**config.mk**
```make
export PLATFORM = sky130hd
export DESIGN_NAME = pt_dec
export DESIGN_NICKNAME = d
export VERILOG_FILES = /design/src/rtl/pt_pkg.sv /design/src/rtl/pt_pulse_meas.sv /design/src/rtl/pt_dec.sv
export SDC_FILE = /design/constraint.sdc
export NUM_CORES = 1
export LEC_CHECK = 0
export ABC_AREA = 1
export ABC_CLOCK_PERIOD_IN_PS = 2550
export CORE_MARGIN = 1
export CORE_UTILIZATION = 50
export CTS_CLUSTER_DIAMETER = 40
export DETAILED_ROUTE_END_ITERATION = 16
export PLACE_DENSITY = 0.73
export RECOVER_POWER = 25
export SYNTH_ARGS = -nofsm -noshare
export SYNTH_HDL_FRONTEND = slang
export SYNTH_SLANG_ARGS = --single-unit
```
**constraint.sdc**
```tcl
create_clock -name clk -period 2.55 [get_ports clk]
set_input_delay 0.51 -clock clk [delete_from_list [all_inputs] [get_ports clk]]
set_output_delay 0.51 -clock clk [all_outputs]
set_load 0.1 [all_outputs]
```
**src/rtl/pt_pkg.sv**
```systemverilog
// Shared definitions for the PT2262-style tri-state line code (pt_enc / pt_dec).
package pt_pkg;

    localparam logic [1:0] CB_ZERO  = 2'b00;
    localparam logic [1:0] CB_ONE   = 2'b01;
    localparam logic [1:0] CB_FLOAT = 2'b10;

    localparam int unsigned CHIPS_SHORT    = 4;
    localparam int unsigned CHIPS_LONG     = 12;
    localparam int unsigned CHIPS_SYNC_LOW = 124;
    localparam int unsigned CHIPS_FRAME    = 512;

    typedef enum logic [1:0] {S_HUNT, S_ARMED, S_RX, S_TAIL} pt_state_e;

    typedef enum logic [1:0] {CLS_BAD, CLS_SHORT, CLS_LONG} pt_cls_e;

    // Pulse width (clk cycles) to class; c is clk cycles per chip. Gaps are flagged separately.
    function automatic pt_cls_e classify(input int unsigned w, input int unsigned c);
        if (w >= 2 * c && w < 8 * c)
            return CLS_SHORT;
        else if (w >= 8 * c && w < 16 * c)
            return CLS_LONG;
        else
            return CLS_BAD;
    endfunction

endpackage

```
**src/rtl/pt_pulse_meas.sv**
```systemverilog
// Line synchroniser, edge detector and saturating pulse-width counter for pt_dec.
module pt_pulse_meas #(
    parameter int unsigned CHIP_DIV = 4,
    parameter int unsigned SYNC_MIN = 64,
    parameter int unsigned CW       = $clog2(SYNC_MIN * CHIP_DIV) + 1
) (
    input  logic          clk,
    input  logic          rst,
    input  logic          din,
    output logic          rise,
    output logic          fall,
    output logic          gap,
    output logic [CW-1:0] width,
    output logic          level
);

    localparam logic [CW-1:0] CNT_MAX = CW'(SYNC_MIN * CHIP_DIV);

    logic          s1_q, s2_q, lvl_q;
    logic          rise_q, fall_q, gap_q, level_q;
    logic [CW-1:0] cnt_q, cnt_d, width_q;
    logic          edge_s;

    assign edge_s = s2_q ^ lvl_q;

    always_comb begin
        cnt_d = cnt_q;
        if (edge_s)
            cnt_d = CW'(1);
        else if (cnt_q != CNT_MAX)
            cnt_d = cnt_q + CW'(1);
    end

    // NOTE: every register here updates with <= so all flops sample the same pre-edge values.
    always_ff @(posedge clk or posedge rst) begin
        if (rst) begin
            s1_q    <= 1'b0;
            s2_q    <= 1'b0;
            lvl_q   <= 1'b0;
            cnt_q   <= '0;
            rise_q  <= 1'b0;
            fall_q  <= 1'b0;
            gap_q   <= 1'b0;
            width_q <= '0;
            level_q <= 1'b0;
        end else begin
            s1_q   <= din;
            s2_q   <= s1_q;
            lvl_q  <= s2_q;
            cnt_q  <= cnt_d;
            rise_q <= edge_s & s2_q;
            fall_q <= edge_s & ~s2_q;
            // One-shot when a low first reaches the saturation value.
            gap_q  <= ~edge_s & ~lvl_q & (cnt_q == CNT_MAX - CW'(1));
            if (edge_s) begin
                width_q <= cnt_q;
                level_q <= lvl_q;
            end
        end
    end

    assign rise  = rise_q;
    assign fall  = fall_q;
    assign gap   = gap_q;
    assign width = width_q;
    assign level = level_q;

endmodule

```
**src/rtl/pt_dec.sv**
```systemverilog
// PT2262-style tri-state frame decoder: pulse-pair FSM and codebit shift register.
// Optional PT_DEC_MATCH_EN: only strobe when two consecutive frames decode identically.
module pt_dec
    import pt_pkg::*;
#(
    parameter int unsigned CHIP_DIV = 4,
    parameter int unsigned SYNC_MIN = 64
) (
    input  logic        clk,
    input  logic        rst,
    input  logic        din,
    output logic [23:0] ad,
    output logic        valid,
    output logic        err
);

    localparam int unsigned CW = $clog2(SYNC_MIN * CHIP_DIV) + 1;

    logic          rise, fall, gap, level;
    logic [CW-1:0] width;

    pt_pulse_meas #(.CHIP_DIV(CHIP_DIV), .SYNC_MIN(SYNC_MIN), .CW(CW)) u_meas (
        .clk   (clk),
        .rst   (rst),
        .din   (din),
        .rise  (rise),
        .fall  (fall),
        .gap   (gap),
        .width (width),
        .level (level)
    );

    pt_state_e   state_q, state_d;
    pt_cls_e     hi_cls_q, hi_cls_d, cls_w;
    logic        first_l_q, first_l_d;
    logic [4:0]  pair_cnt_q, pair_cnt_d;
    logic [23:0] shift_q, shift_d;
    logic        tail_ok_q, tail_ok_d;
    logic [23:0] ad_q, ad_d;
    logic        valid_q, valid_d, err_q, err_d;
    logic        frame_ok, pair_ok, pair_l;
    logic [1:0]  cb;
`ifdef PT_DEC_MATCH_EN
    logic [23:0] cand_q, cand_d;
    logic        cand_vld_q, cand_vld_d;
`endif

    // NOTE: every signal gets a default first, so no path can leave one unassigned and infer a latch.
    always_comb begin
        state_d    = state_q;
        hi_cls_d   = hi_cls_q;
        first_l_d  = first_l_q;
        pair_cnt_d = pair_cnt_q;
        shift_d    = shift_q;
        tail_ok_d  = tail_ok_q;
        ad_d       = ad_q;
        valid_d    = 1'b0;
        err_d      = 1'b0;
        frame_ok   = 1'b0;
        pair_ok    = 1'b0;
        pair_l     = 1'b0;
        cb         = CB_ZERO;
        cls_w      = classify(32'(width), CHIP_DIV);

        case (state_q)
            S_HUNT: if (gap) state_d = S_ARMED;
            S_ARMED: begin
                if (rise) begin
                    state_d    = S_RX;
                    pair_cnt_d = '0;
                end
            end
            S_RX: begin
                if (gap) begin
                    err_d   = 1'b1;
                    state_d = S_ARMED;
                end else if (fall && level) begin
                    if (cls_w == CLS_BAD) begin
                        err_d   = 1'b1;
                        state_d = S_HUNT;
                    end else begin
                        hi_cls_d = cls_w;
                    end
                end else if (rise && !level) begin
                    pair_ok = (hi_cls_q == CLS_SHORT && cls_w == CLS_LONG) ||
                              (hi_cls_q == CLS_LONG  && cls_w == CLS_SHORT);
                    pair_l  = (hi_cls_q == CLS_LONG);
                    if (!pair_ok || (pair_cnt_q[0] && first_l_q && !pair_l)) begin
                        err_d   = 1'b1;
                        state_d = S_HUNT;
                    end else begin
                        if (!pair_cnt_q[0]) begin
                            first_l_d = pair_l;
                        end else begin
                            cb      = first_l_q ? CB_ONE : (pair_l ? CB_FLOAT : CB_ZERO);
                            shift_d = {shift_q[21:0], cb};
                        end
                        if (pair_cnt_q == 5'd23) begin
                            state_d   = S_TAIL;
                            tail_ok_d = 1'b0;
                        end else begin
                            pair_cnt_d = pair_cnt_q + 5'd1;
                        end
                    end
                end
            end
            S_TAIL: begin
                // Sync gap is shared with the next frame, so both outcomes re-arm.
                if (gap) begin
                    state_d = S_ARMED;
                    if (tail_ok_q) frame_ok = 1'b1;
                    else           err_d    = 1'b1;
                end else if (fall && level) begin
                    if (cls_w == CLS_SHORT) begin
                        tail_ok_d = 1'b1;
                    end else begin
                        err_d   = 1'b1;
                        state_d = S_HUNT;
                    end
                end else if (rise) begin
                    err_d   = 1'b1;
                    state_d = S_HUNT;
                end
            end
            default: state_d = S_HUNT;
        endcase

`ifdef PT_DEC_MATCH_EN
        cand_d     = cand_q;
        cand_vld_d = cand_vld_q;
        if (frame_ok) begin
            if (cand_vld_q && cand_q == shift_q) begin
                valid_d = 1'b1;
                ad_d    = shift_q;
            end else begin
                cand_d     = shift_q;
                cand_vld_d = 1'b1;
            end
        end
        if (err_d) cand_vld_d = 1'b0;
`else
        if (frame_ok) begin
            valid_d = 1'b1;
            ad_d    = shift_q;
        end
`endif
    end

    always_ff @(posedge clk or posedge rst) begin
        if (rst) begin
            state_q    <= S_HUNT;
            hi_cls_q   <= CLS_BAD;
            first_l_q  <= 1'b0;
            pair_cnt_q <= '0;
            shift_q    <= '0;
            tail_ok_q  <= 1'b0;
            ad_q       <= '0;
            valid_q    <= 1'b0;
            err_q      <= 1'b0;
`ifdef PT_DEC_MATCH_EN
            cand_q     <= '0;
            cand_vld_q <= 1'b0;
`endif
        end else begin
            state_q    <= state_d;
            hi_cls_q   <= hi_cls_d;
            first_l_q  <= first_l_d;
            pair_cnt_q <= pair_cnt_d;
            shift_q    <= shift_d;
            tail_ok_q  <= tail_ok_d;
            ad_q       <= ad_d;
            valid_q    <= valid_d;
            err_q      <= err_d;
`ifdef PT_DEC_MATCH_EN
            cand_q     <= cand_d;
            cand_vld_q <= cand_vld_d;
`endif
        end
    end

    assign ad    = ad_q;
    assign valid = valid_q;
    assign err   = err_q;

endmodule
```
After elaboration in Yosys (flattened, before gate mapping)
Cells that the tools add are included.
{ "word_totals": {"register_bits": 86, "inputBits": 3, "output_inout_bits": 26} }
{ "op_classes": {"addsub": 2, "n_lt_le_gt_ge": 4, "n_eq_ne": 26, "n_mux": 50, "bitwise": 13, "reduce_logical": 24} }
{ "ops": {"columns": ["operator", "count"], "rows": [
  ["$mux W2", 16],
  ["$mux W5", 6],
  ["$mux W1", 22],
  ["$mux W9", 2],
  ["$ne A2 B2 Y1 const B", 9],
  ["$reduce_and A7 Y1", 2],
  ["$ne A4 B3 Y1 const B", 3],
  ["$reduce_and A6 Y1", 2],
  ["$pmux W5 S2", 1],
  ["$add A9 B1 Y9 const B", 1],
  ["$eq A9 B8 Y1 const B", 1],
  ["$ge A9 B4 Y1 const B", 1],
  ["$ge A9 B6 Y1 const B", 1],
  ["$lt A9 B6 Y1 const B", 1],
  ["$lt A9 B7 Y1 const B", 1],
  ["$ne A9 B9 Y1 const B", 1],
  ["$reduce_and A9 Y1", 1],
  ["$eq A2 B2 Y1 const B", 4],
  ["$logic_and A1 B1 Y1", 8],
  ["$not A1 Y1", 8],
  ["$pmux W2 S4", 1],
  ["$eq A2 B1 Y1 const B", 3],
  ["$reduce_bool A2 Y1", 3],
  ["$add A5 B1 Y5 const B", 1],
  ["11 further kinds", 20]
]} }

Depth between registers and ports, before layout
Gate-level depths: netlist (run 1).
{ "depth": {"ltp_word": 14, "mapped_depth": 11, "mapped_depth_nobuf": 11} }

Hierarchy
Synthesis (run 1) repeated with hierarchy kept, for this count alone.
{ "hier_totals": {"hier_cells": 419, "area_unflattened_um2": 3713.6} }
{ "by_module_without_submodules": {"columns": ["module", "n_inst", "cells_per_inst", "area_per_inst_um2"], "rows": [
  ["pt_dec", 1, 298, 2633.8],
  ["pt_pulse_meas", 1, 121, 1079.8]
]} }

Worst setup path after synthesis (run 1)
Ideal clock, no wire load.
{ "synth_timing": {"path_type": "register to register", "startpoint": "register u_meas.width_q[5], in the netlist u_meas.width[5]", "endpoint": "register shift_q[12]", "setup_time_ns": 0.121, "t_arrival_ns": 1.322, "required_ns": 2.429, "setup_slack_ns": 1.107, "stages_incl_launch_ff": 8, "period_less_slack_ns": 1.443, "path_cell_list": "dfrtp_1 > nor2_1 > nand4_1 > a21boi_4 > nand3_4 > buf_4 > nand2_1 > o21ai_1"} }
{ "synth_via": {"elab_chain_cells": 11} }
{ "synth_lines": {"columns": ["item", "line", "text"], "rows": [
  ["from (decl)", "pt_pulse_meas.sv:21", "logic [CW-1:0] cnt_q, cnt_d, width_q;"],
  ["from (signal assigned)", "pt_pulse_meas.sv:56", "width_q <= cnt_q;"],
  ["$ge A9 B6 Y1 or $lt A9 B7 Y1 (tied branches)", "pt_pkg.sv:21", "else if (w >= 8 * c && w < 16 * c)"],
  ["$logic_and A1 B1 Y1", "pt_pkg.sv:21", null],
  ["$mux W2", "pt_pkg.sv:21", null],
  ["$mux W2 *", "pt_pkg.sv:19", "if (w >= 2 * c && w < 8 * c)"],
  ["$eq A2 B2 Y1 or $eq A2 B1 Y1 (tied branches)", "pt_dec.sv:85, pt_dec.sv:86", null],
  ["$logic_and A1 B1 Y1, on equally long branches", "pt_dec.sv:85, pt_dec.sv:86", null],
  ["$logic_or A1 B1 Y1 *", "pt_dec.sv:85", "pair_ok = (hi_cls_q == CLS_SHORT && cls_w == CLS_LONG) ||"],
  ["$logic_not A1 Y1 *", "pt_dec.sv:88", "if (!pair_ok || (pair_cnt_q[0] && first_l_q && !pair_l)) begin"],
  ["$logic_or A1 B1 Y1 *", "pt_dec.sv:88", null],
  ["$not A1 Y1 (no source line) *", null, null],
  ["$reduce_and A6 Y1 (no source line) *", null, null],
  ["to (signal assigned)", "pt_dec.sv:169", "shift_q <= shift_d;"],
  ["to (decl)", "pt_dec.sv:37", "logic [23:0] shift_q, shift_d;"]
]} }
Mark *: on every way between the ends. The rest lies on a longest branch, timed or not.
A chain may end at the register's enable or synchronous reset.

==> impl_summary.txt, run 1 <==
----------------------------------------------------
[Clocking]
  Largest buffer count on any clock path ... 2
  Number of clock sinks ... 83
  Clk Tree Root Cell ... sky130_fd_sc_hd__clkbuf_8
  Num CTS Buffers ... 9
  Number of buffers added for setup after CTS ... 0
  Gates resized, CTS repair ... 0
  Clock latency at the later pin of the worst-skew pair ... 350 ps
  TritonCTS clock tree ... done
  H-tree Lvls ... 3
  Clock transition at the register clock pins on the worst setup and hold paths after CTS ... 80 ps
  Quantity of hold-fixing buffers added after cts ... 0

[Critical path]
  Type of the worst setup path ... in2async
  Nature of the critical path startpoint ... primary input
  Largest fanout on the critical path ... 26
  CP arrival ... 2280 ps
  Standard cell with the maximum stage delay on the critical path ... sky130_fd_sc_hd__clkbuf_2
  Worst R2R Setup Slack ... 760 ps
  Cell family contributing the most delay on the critical path ... buffers and inverters
  Critical path buffer and inverter count ... 3
  CP Capture Type ... async pin
  Required @ worst endpoint ... 2990 ps
  Delay of the slowest cell on the worst path ... 620 ps
  Cell breakdown of the critical path ... dlygate4sd3_1, clkinvlp_2, clkbuf_2

[STA]
  Unrepaired setup endpoints after global routing ... false
  Final period utilization ... 72.0%
  Final sum of negative setup slack ... 0 ps
  Transition at the pin with the smallest max-transition slack ... 962 ps
  Setup violation total in the final timing report ... 0
  Final Max Slew Viols ... 0
  Worst Skew ... 9.12 ps
  Final Hold Fails ... 0
  Maximum operating frequency ... 0.544 GHz
  Worst slew slack as a fraction of its limit ... 35.5%
  Final worst path period need ... 1840 ps

[Drt]
  Total DRC errors in the routed layout ... 0
  Initial detailed-routing violation count ... 116
  Wire length per cell ... 11.8 µm
  DRT antenna net count ... 0
  Routed WL ... 6040 µm
  Via total after detailed routing ... 2514
  First-pass iteration count of the detailed router ... 4
  Drt via density ... 4.90

[Synthesis]
  Part of the Yosys area used for sequential elements ... 57.2%
  Area share of the largest cell type after synthesis ... 57.2%
  Xor-xnor portion of the synthesized cell area ... 0.724%
  Mapped Area ... 3630 µm²
  Multiplexer share of the synthesized area ... 3.41%
  Combinational family with the most area after synthesis ... simple AND/OR/NAND/NOR gates
  Arithmetic-cell share of the synthesized area counting full adders, half adders and majority gates ... 2.41%
  Count of synthesis-stage warnings from yosys ... 0
  Share of the synthesized area in compound gates (AO/OA/AOI/OAI) ... 10.1%
  Synth unique cells ... 33
  Number of nets in the synthesized netlist ... 390
  Library cell occupying the most area in the post-synthesis netlist ... sky130_fd_sc_hd__dfrtp_1
  Post-synthesis share of cell area spent on and, or, nand and nor gates ... 18.9%
  Average footprint of a synthesized cell ... 9.55 µm²
  Cells taking the most area after synthesis ... sky130_fd_sc_hd__dfrtp_1, sky130_fd_sc_hd__nand2_1, sky130_fd_sc_hd__inv_1, sky130_fd_sc_hd__o21ai_0, sky130_fd_sc_hd__nor2_1
  Cell count after synthesis ... 380
  FF+latch count, synth ... 83

[Floorplan]
  Die extent in y ... 87.2 µm
  Die area ... 7600 µm²
  Initial Util ... 52.6%
  Ports placed on the boundary ... 29
  Placeable core region ... 6910 µm²
  Die Width ... 87.2 µm
  Number of placement rows ... 30

[Placement]
  Total of buffers placed on input and output ports ... 28
  Placer Congestion ... 0.882
  Dpl cell area ... 3950 µm²
  Placed wire-length estimate ... 4240 µm

[Pwr]
  Sw frac ... 23.0%
  Clk network pwr share ... 42.5%
  Maximum resistive drop on vdd ... 0.479 mV
  Reported leakage power ... 2.05 nW
  Cell area power density ... 601 nW/µm²
  Combinational cell fraction of total power ... 3.8%
  Switch Pwr ... 0.578 mW
  Sequential Power Share ... 53.7%
  Cell-internal power ... 1.93 mW

[Cells and area]
  Net count, final ... 422
  Area added between synthesis and finish ... 14.9%
  Number of inserted filler cells in the final layout ... 607
  Share of cells above drive strength 1 ... 18.2%
  Area taken by flip-flops and latches ... 2080 µm²
  Summed area of non-filler cells in the final layout ... 4170 µm²
  Combined area of the multi-input logic cells ... 1300 µm²
  Antenna Cells ... 0

[Global route]
  Maximum number of pins on one net before global-route repair ... 39
  Antenna violations before repair ... 0
  Combined global-route utilization of all metal layers ... 18.1%
  Wire length of the first global-routing pass ... 10400 µm
  Grt ovf ... 0
  Number of global-route vias before repair ... 2336

[Flow run]
  Total of max-cap violations ... 0

[Min path]
  Min-Delay Path Class ... reg2reg

[Run status]
  Result of the run ... finished clean

----------------------------------------------------
-- per-layer routing --
| layer | track usage [%] | share of wire (%) | vias to the layer above |
|---|---|---|---|
| li1 | - | - | 1296 |
| met1 | 23.6 | 46 | 1170 |
| met2 | 28.9 | 49 | 39 |
| met3 | 4.27 | 3.4 | 9 |
| met4 | 8.05 | 2.0 | 0 |
| met5 | 0 | 0 | - |
-- power by group through the flow --
stage                     sequential (mW)  combinational [mW]  clock [mW]
after detailed placement             1.37               0.102           0
after floorplan                      1.37              0.0715           0
final                                1.35              0.0949        1.07
after global placement               1.37              0.0997           0
after global routing                 1.35               0.113        1.14
after CTS                            1.35               0.102        1.09
-- state kept, by name, summed over array words and instances, names as in the netlist, 2 cells and up --
name and flops:
ad 24, state_q 2, u_meas.width 6, pair_cnt_q 5, shift_q 24, hi_cls_q 2, u_meas.cnt_q 9
-- final cells by class --
cell class | instances | area share, %
flip-flops and latches | 83 | 49.8
multi-input cells | 238 | 31.1
clock inverters | 7 | 2.67
repair buffers | 32 | 6.12
well taps | 96 | 2.88
inverters | 48 | 4.47
clock buffers | 9 | 2.97
-- logic make-up after synthesis --
logic type | count (synthesis)
muxes | 11
and+or+nand+nor | 153
xor gates and xnor gates | 3
DFF | 83
adders and majority gates | 7
AOI/OAI and AO/OA | 64
buffers and inverters | 59
-- synthesized netlist by cell type --
library cell               number
sky130_fd_sc_hd__o21ai_2        6
sky130_fd_sc_hd__nor2_1        35
sky130_fd_sc_hd__nor2_4         3
sky130_fd_sc_hd__nand4_2        1
sky130_fd_sc_hd__a21oi_1       18
sky130_fd_sc_hd__buf_6          3
sky130_fd_sc_hd__buf_2          3
sky130_fd_sc_hd__nor4_1         4
sky130_fd_sc_hd__inv_1         46
sky130_fd_sc_hd__a21boi_4       1
sky130_fd_sc_hd__mux2_2        11
sky130_fd_sc_hd__nor3_1         6
sky130_fd_sc_hd__nand4_1        7
sky130_fd_sc_hd__nand3_1       14
sky130_fd_sc_hd__clkbuf_1       3
sky130_fd_sc_hd__ha_1           7
sky130_fd_sc_hd__buf_4          2
sky130_fd_sc_hd__o21ai_1        7
sky130_fd_sc_hd__xor2_1         3
sky130_fd_sc_hd__nand3_2        1
sky130_fd_sc_hd__dfrtp_1       83
sky130_fd_sc_hd__o21ai_0       27
sky130_fd_sc_hd__nor3b_1        1
sky130_fd_sc_hd__nand2b_1       1
sky130_fd_sc_hd__a211oi_1       1
sky130_fd_sc_hd__nand2_2        1
sky130_fd_sc_hd__inv_2          1
sky130_fd_sc_hd__a21boi_0       1
sky130_fd_sc_hd__clkinv_4       1
sky130_fd_sc_hd__nand2_1       78
sky130_fd_sc_hd__nand3_4        1
sky130_fd_sc_hd__a31oi_1        2
sky130_fd_sc_hd__a21oi_2        1
-- path summary, 6_finish.rpt --
path	startpoint	to	depth (start not counted)
worst max-delay path	rst	shift_q[6]	3
worst min-delay path	u_meas.s1_q	u_meas.s2_q	0
worst max register to register	u_meas.width[5]	shift_q[18]	6
worst min register to register	u_meas.s1_q	u_meas.s2_q	0
max in group clk	u_meas.width[5]	shift_q[18]	6
min in group asynchronous	rst	shift_q[18]	2
-- layout by cell type, fill, tap and decap left out --
cell / count
sky130_fd_sc_hd__dlygate4sd3_1: 2
sky130_fd_sc_hd__nand2_2: 1
sky130_fd_sc_hd__a21oi_2: 1
sky130_fd_sc_hd__a31oi_1: 2
sky130_fd_sc_hd__a211oi_1: 1
sky130_fd_sc_hd__nand3_4: 1
sky130_fd_sc_hd__a21boi_0: 1
sky130_fd_sc_hd__nor2_4: 3
sky130_fd_sc_hd__dfrtp_1: 83
sky130_fd_sc_hd__nor2_1: 35
sky130_fd_sc_hd__nand4_1: 7
sky130_fd_sc_hd__clkinvlp_2: 1
sky130_fd_sc_hd__buf_12: 1
sky130_fd_sc_hd__nor3b_1: 1
sky130_fd_sc_hd__inv_1: 45
sky130_fd_sc_hd__buf_4: 28
sky130_fd_sc_hd__nor3_2: 1
sky130_fd_sc_hd__inv_2: 1
sky130_fd_sc_hd__inv_6: 2
sky130_fd_sc_hd__nand3_1: 14
sky130_fd_sc_hd__nor4_1: 4
sky130_fd_sc_hd__nand4_2: 1
sky130_fd_sc_hd__o21ai_2: 6
sky130_fd_sc_hd__a21boi_4: 1
sky130_fd_sc_hd__nand2b_1: 1
sky130_fd_sc_hd__a21oi_1: 18
sky130_fd_sc_hd__nand3_2: 1
sky130_fd_sc_hd__mux2_2: 11
sky130_fd_sc_hd__ha_1: 7
sky130_fd_sc_hd__bufinv_16: 2
sky130_fd_sc_hd__o21ai_1: 7
sky130_fd_sc_hd__clkbuf_8: 9
sky130_fd_sc_hd__clkinv_4: 3
sky130_fd_sc_hd__xor2_1: 3
sky130_fd_sc_hd__nand2_1: 78
sky130_fd_sc_hd__clkbuf_2: 1
sky130_fd_sc_hd__clkinv_8: 1
sky130_fd_sc_hd__o21ai_0: 27
sky130_fd_sc_hd__nor3_1: 5
-- metrics by stage --
step | worst slack, ps | utilization (%) | hold WS, ps | std cells | power (mW)
2_1_floorplan | 1090 | - | 331 | 380 | 1.44
3_3_place_gp | 809 | 57.2 | 346 | 497 | 1.47
3_5_place_dp | 756 | 57.2 | 339 | 497 | 1.47
4_1_cts | 748 | 60.7 | 368 | 513 | 2.54
5_1_grt | 408 | 60.4 | 380 | 513 | 2.61
6_report | 713 | 60.4 | 366 | 513 | 2.51
Note: power is estimated with default switching activity, not from simulation.
==> inputs of run 2 (changes only) <==
--- a/config.mk
+++ b/config.mk
@@ -6,12 +6,12 @@
 export NUM_CORES = 1
 export LEC_CHECK = 0
 export ABC_AREA = 1
-export ABC_CLOCK_PERIOD_IN_PS = 2550
+export ABC_CLOCK_PERIOD_IN_PS = 1750
 export CORE_MARGIN = 1
 export CORE_UTILIZATION = 50
 export CTS_CLUSTER_DIAMETER = 40
 export DETAILED_ROUTE_END_ITERATION = 16
-export PLACE_DENSITY = 0.73
+export PLACE_DENSITY = 0.7
 export RECOVER_POWER = 25
 export SYNTH_ARGS = -nofsm -noshare
 export SYNTH_HDL_FRONTEND = slang
==> constraint.sdc (replaced) <==
create_clock -name clk -period 1.75 [get_ports clk]
set_input_delay 0.35 -clock clk [delete_from_list [all_inputs] [get_ports clk]]
set_output_delay 0.35 -clock clk [all_outputs]
set_load 0.1 [all_outputs]
==> impl_summary.txt, run 2 (same netlist as run 1, synthesis figures left out) <==
----------------------------------------------------
[STA]
  Worst slew slack as a fraction of its limit ... 55.0%
  Worst Skew ... 10.5 ps
  Transition at the pin with the smallest max-transition slack ... 672 ps
  Final worst path period need ... 1600 ps
  Final period utilization ... 91.6%
  Setup violation total in the final timing report ... 0
  Final sum of negative setup slack ... 0 ps
  Unrepaired setup endpoints after global routing ... false
  Maximum operating frequency ... 0.624 GHz
  Worst path setup slack after routing ... 147 ps
  Final Max Slew Viols ... 0
  Final Hold Fails ... 0

[Critical path]
  CP Capture Type ... flip-flop
  CP arrival ... 1890 ps
  Type of the worst setup path ... reg2reg
  Largest fanout on the critical path ... 6
  Required @ worst endpoint ... 2040 ps
  Nature of the critical path startpoint ... flip-flop

[Global route]
  Maximum number of pins on one net before global-route repair ... 39
  Number of global-route vias before repair ... 2457
  Combined global-route utilization of all metal layers ... 19.6%
  Antenna violations before repair ... 0
  Wire length of the first global-routing pass ... 11300 µm
  Grt ovf ... 0

[Floorplan]
  Die area ... 7600 µm²
  Initial Util ... 52.6%
  Die extent in y ... 87.2 µm
  Placeable core region ... 6910 µm²
  Ports placed on the boundary ... 29
  Number of placement rows ... 30
  Die Width ... 87.2 µm

[Cells and area]
  Share of cells above drive strength 1 ... 19.8%
  Area taken by flip-flops and latches ... 2080 µm²
  Combined area of the multi-input logic cells ... 1300 µm²
  Antenna Cells ... 0
  Layout Utilization ... 65.8%
  Most common cell after layout, fill and taps aside ... sky130_fd_sc_hd__dfrtp_1
  Number of inserted filler cells in the final layout ... 548
  Commonest cells after routing, fill and taps aside ... sky130_fd_sc_hd__dfrtp_1, sky130_fd_sc_hd__nand2_1, sky130_fd_sc_hd__inv_1
  Area added between synthesis and finish ... 25.1%
  Net count, final ... 430

[Placement]
  Placed wire-length estimate ... 4700 µm
  Total of buffers placed on input and output ports ... 28
  Placer Congestion ... 0.891
  Place WS ... 109 ps

[Pwr]
  Reported leakage power ... 2.15 nW
  Total power of the final layout ... 3.48 mW
  Clk network pwr share ... 39.5%
  Sequential Power Share ... 56.4%
  Switch Pwr ... 0.794 mW
  Sw frac ... 22.8%
  Combinational cell fraction of total power ... 4.1%
  Maximum resistive drop on vdd ... 0.477 mV
  Cell area power density ... 766 nW/µm²
  Cell-internal power ... 2.68 mW

[Drt]
  Highest Signal Layer ... met4
  Initial detailed-routing violation count ... 130
  First-pass iteration count of the detailed router ... 4
  Routed length on met1 ... 3130 µm
  Met3 routed WL ... 161 µm
  Met2 Routed Length ... 3140 µm
  Total DRC errors in the routed layout ... 0
  Wire length per cell ... 12.5 µm
  Routed WL ... 6480 µm
  Drt via density ... 5.01
  DRT antenna net count ... 0
  Via total after detailed routing ... 2603

[Min path]
  Min-Delay Path Class ... reg2reg

[Clocking]
  Largest buffer count on any clock path ... 2
  Num CTS Buffers ... 9
  H-tree Lvls ... 3
  Quantity of hold-fixing buffers added after cts ... 0
  Clk Tree Root Cell ... sky130_fd_sc_hd__clkbuf_8
  Clock latency at the later pin of the worst-skew pair ... 350 ps
  Number of clock sinks ... 83
  TritonCTS clock tree ... done
  Clock transition at the register clock pins on the worst setup and hold paths after CTS ... 80 ps

[Run status]
  Result of the run ... finished clean

[Flow run]
  Total of max-cap violations ... 0

----------------------------------------------------
## run 2: final timing paths
kind                                     from         endpoint  slack [ps]  cells past startpoint
min in group asynchronous                 rst      shift_q[15]         510                      2
worst max register to register  pair_cnt_q[0]    pair_cnt_q[1]         150                      8
max in group asynchronous                 rst  u_meas.width[7]         310                      3
worst max-delay path            pair_cnt_q[0]    pair_cnt_q[1]         150                      8
worst min-delay path              u_meas.s1_q      u_meas.s2_q         350                      0
worst min register to register    u_meas.s1_q      u_meas.s2_q         350                      0
## run 2: stage by stage
stage,hold WS (ps),area (µm²),std cells
floorplan,331,3630,380
global route,365,4540,520
CTS,332,4530,516
finish,352,4540,520
global placement,334,4330,501
detailed placement,336,4330,501
## run 2: repair_timing
item | 4_1_cts | 5_1_grt
endpoints found under the setup margin | 0 | 10
buffers inserted | 0 | 4
gates resized for setup | 0 | 1
## run 2: layout make-up
class	instances	share of cell area (%)
Tap cell	96	2.64
Clock buffer	10	3.03
Multi-Input combinational cell	238	28.7
Clock inverter	5	1.35
Sequential cell	83	45.7
Timing Repair Buffer	40	14.4
Inverter	48	4.10
## run 2: per-layer routing
metal  vias to the layer above  GRT usage, %
li1                       1317             -
met1                      1237          26.5
met2                        43          30.6
met3                         6          3.79
met4                         0          9.39
met5                         -             0
## run 2: power groups by stage
stage / Combinational [mW] / Clock [mW] / Sequential [mW]
after floorplan: 0.104 / 0 / 2.00
after global placement: 0.150 / 0 / 2.00
after detailed placement: 0.157 / 0 / 2.00
after CTS: 0.157 / 1.42 / 1.96
after global routing: 0.169 / 1.50 / 1.97
final: 0.142 / 1.37 / 1.96
## run 2: critical path: stages, from the launching register on
cell and delay [ps]:
sky130_fd_sc_hd__dfrtp_1 450, sky130_fd_sc_hd__ha_1 260, sky130_fd_sc_hd__nand2_1 70, sky130_fd_sc_hd__inv_1 50, sky130_fd_sc_hd__nand2_1 150, sky130_fd_sc_hd__a31oi_2 130, sky130_fd_sc_hd__a21oi_2 250, sky130_fd_sc_hd__nand3_1 110
sky130_fd_sc_hd__nand2_1 70
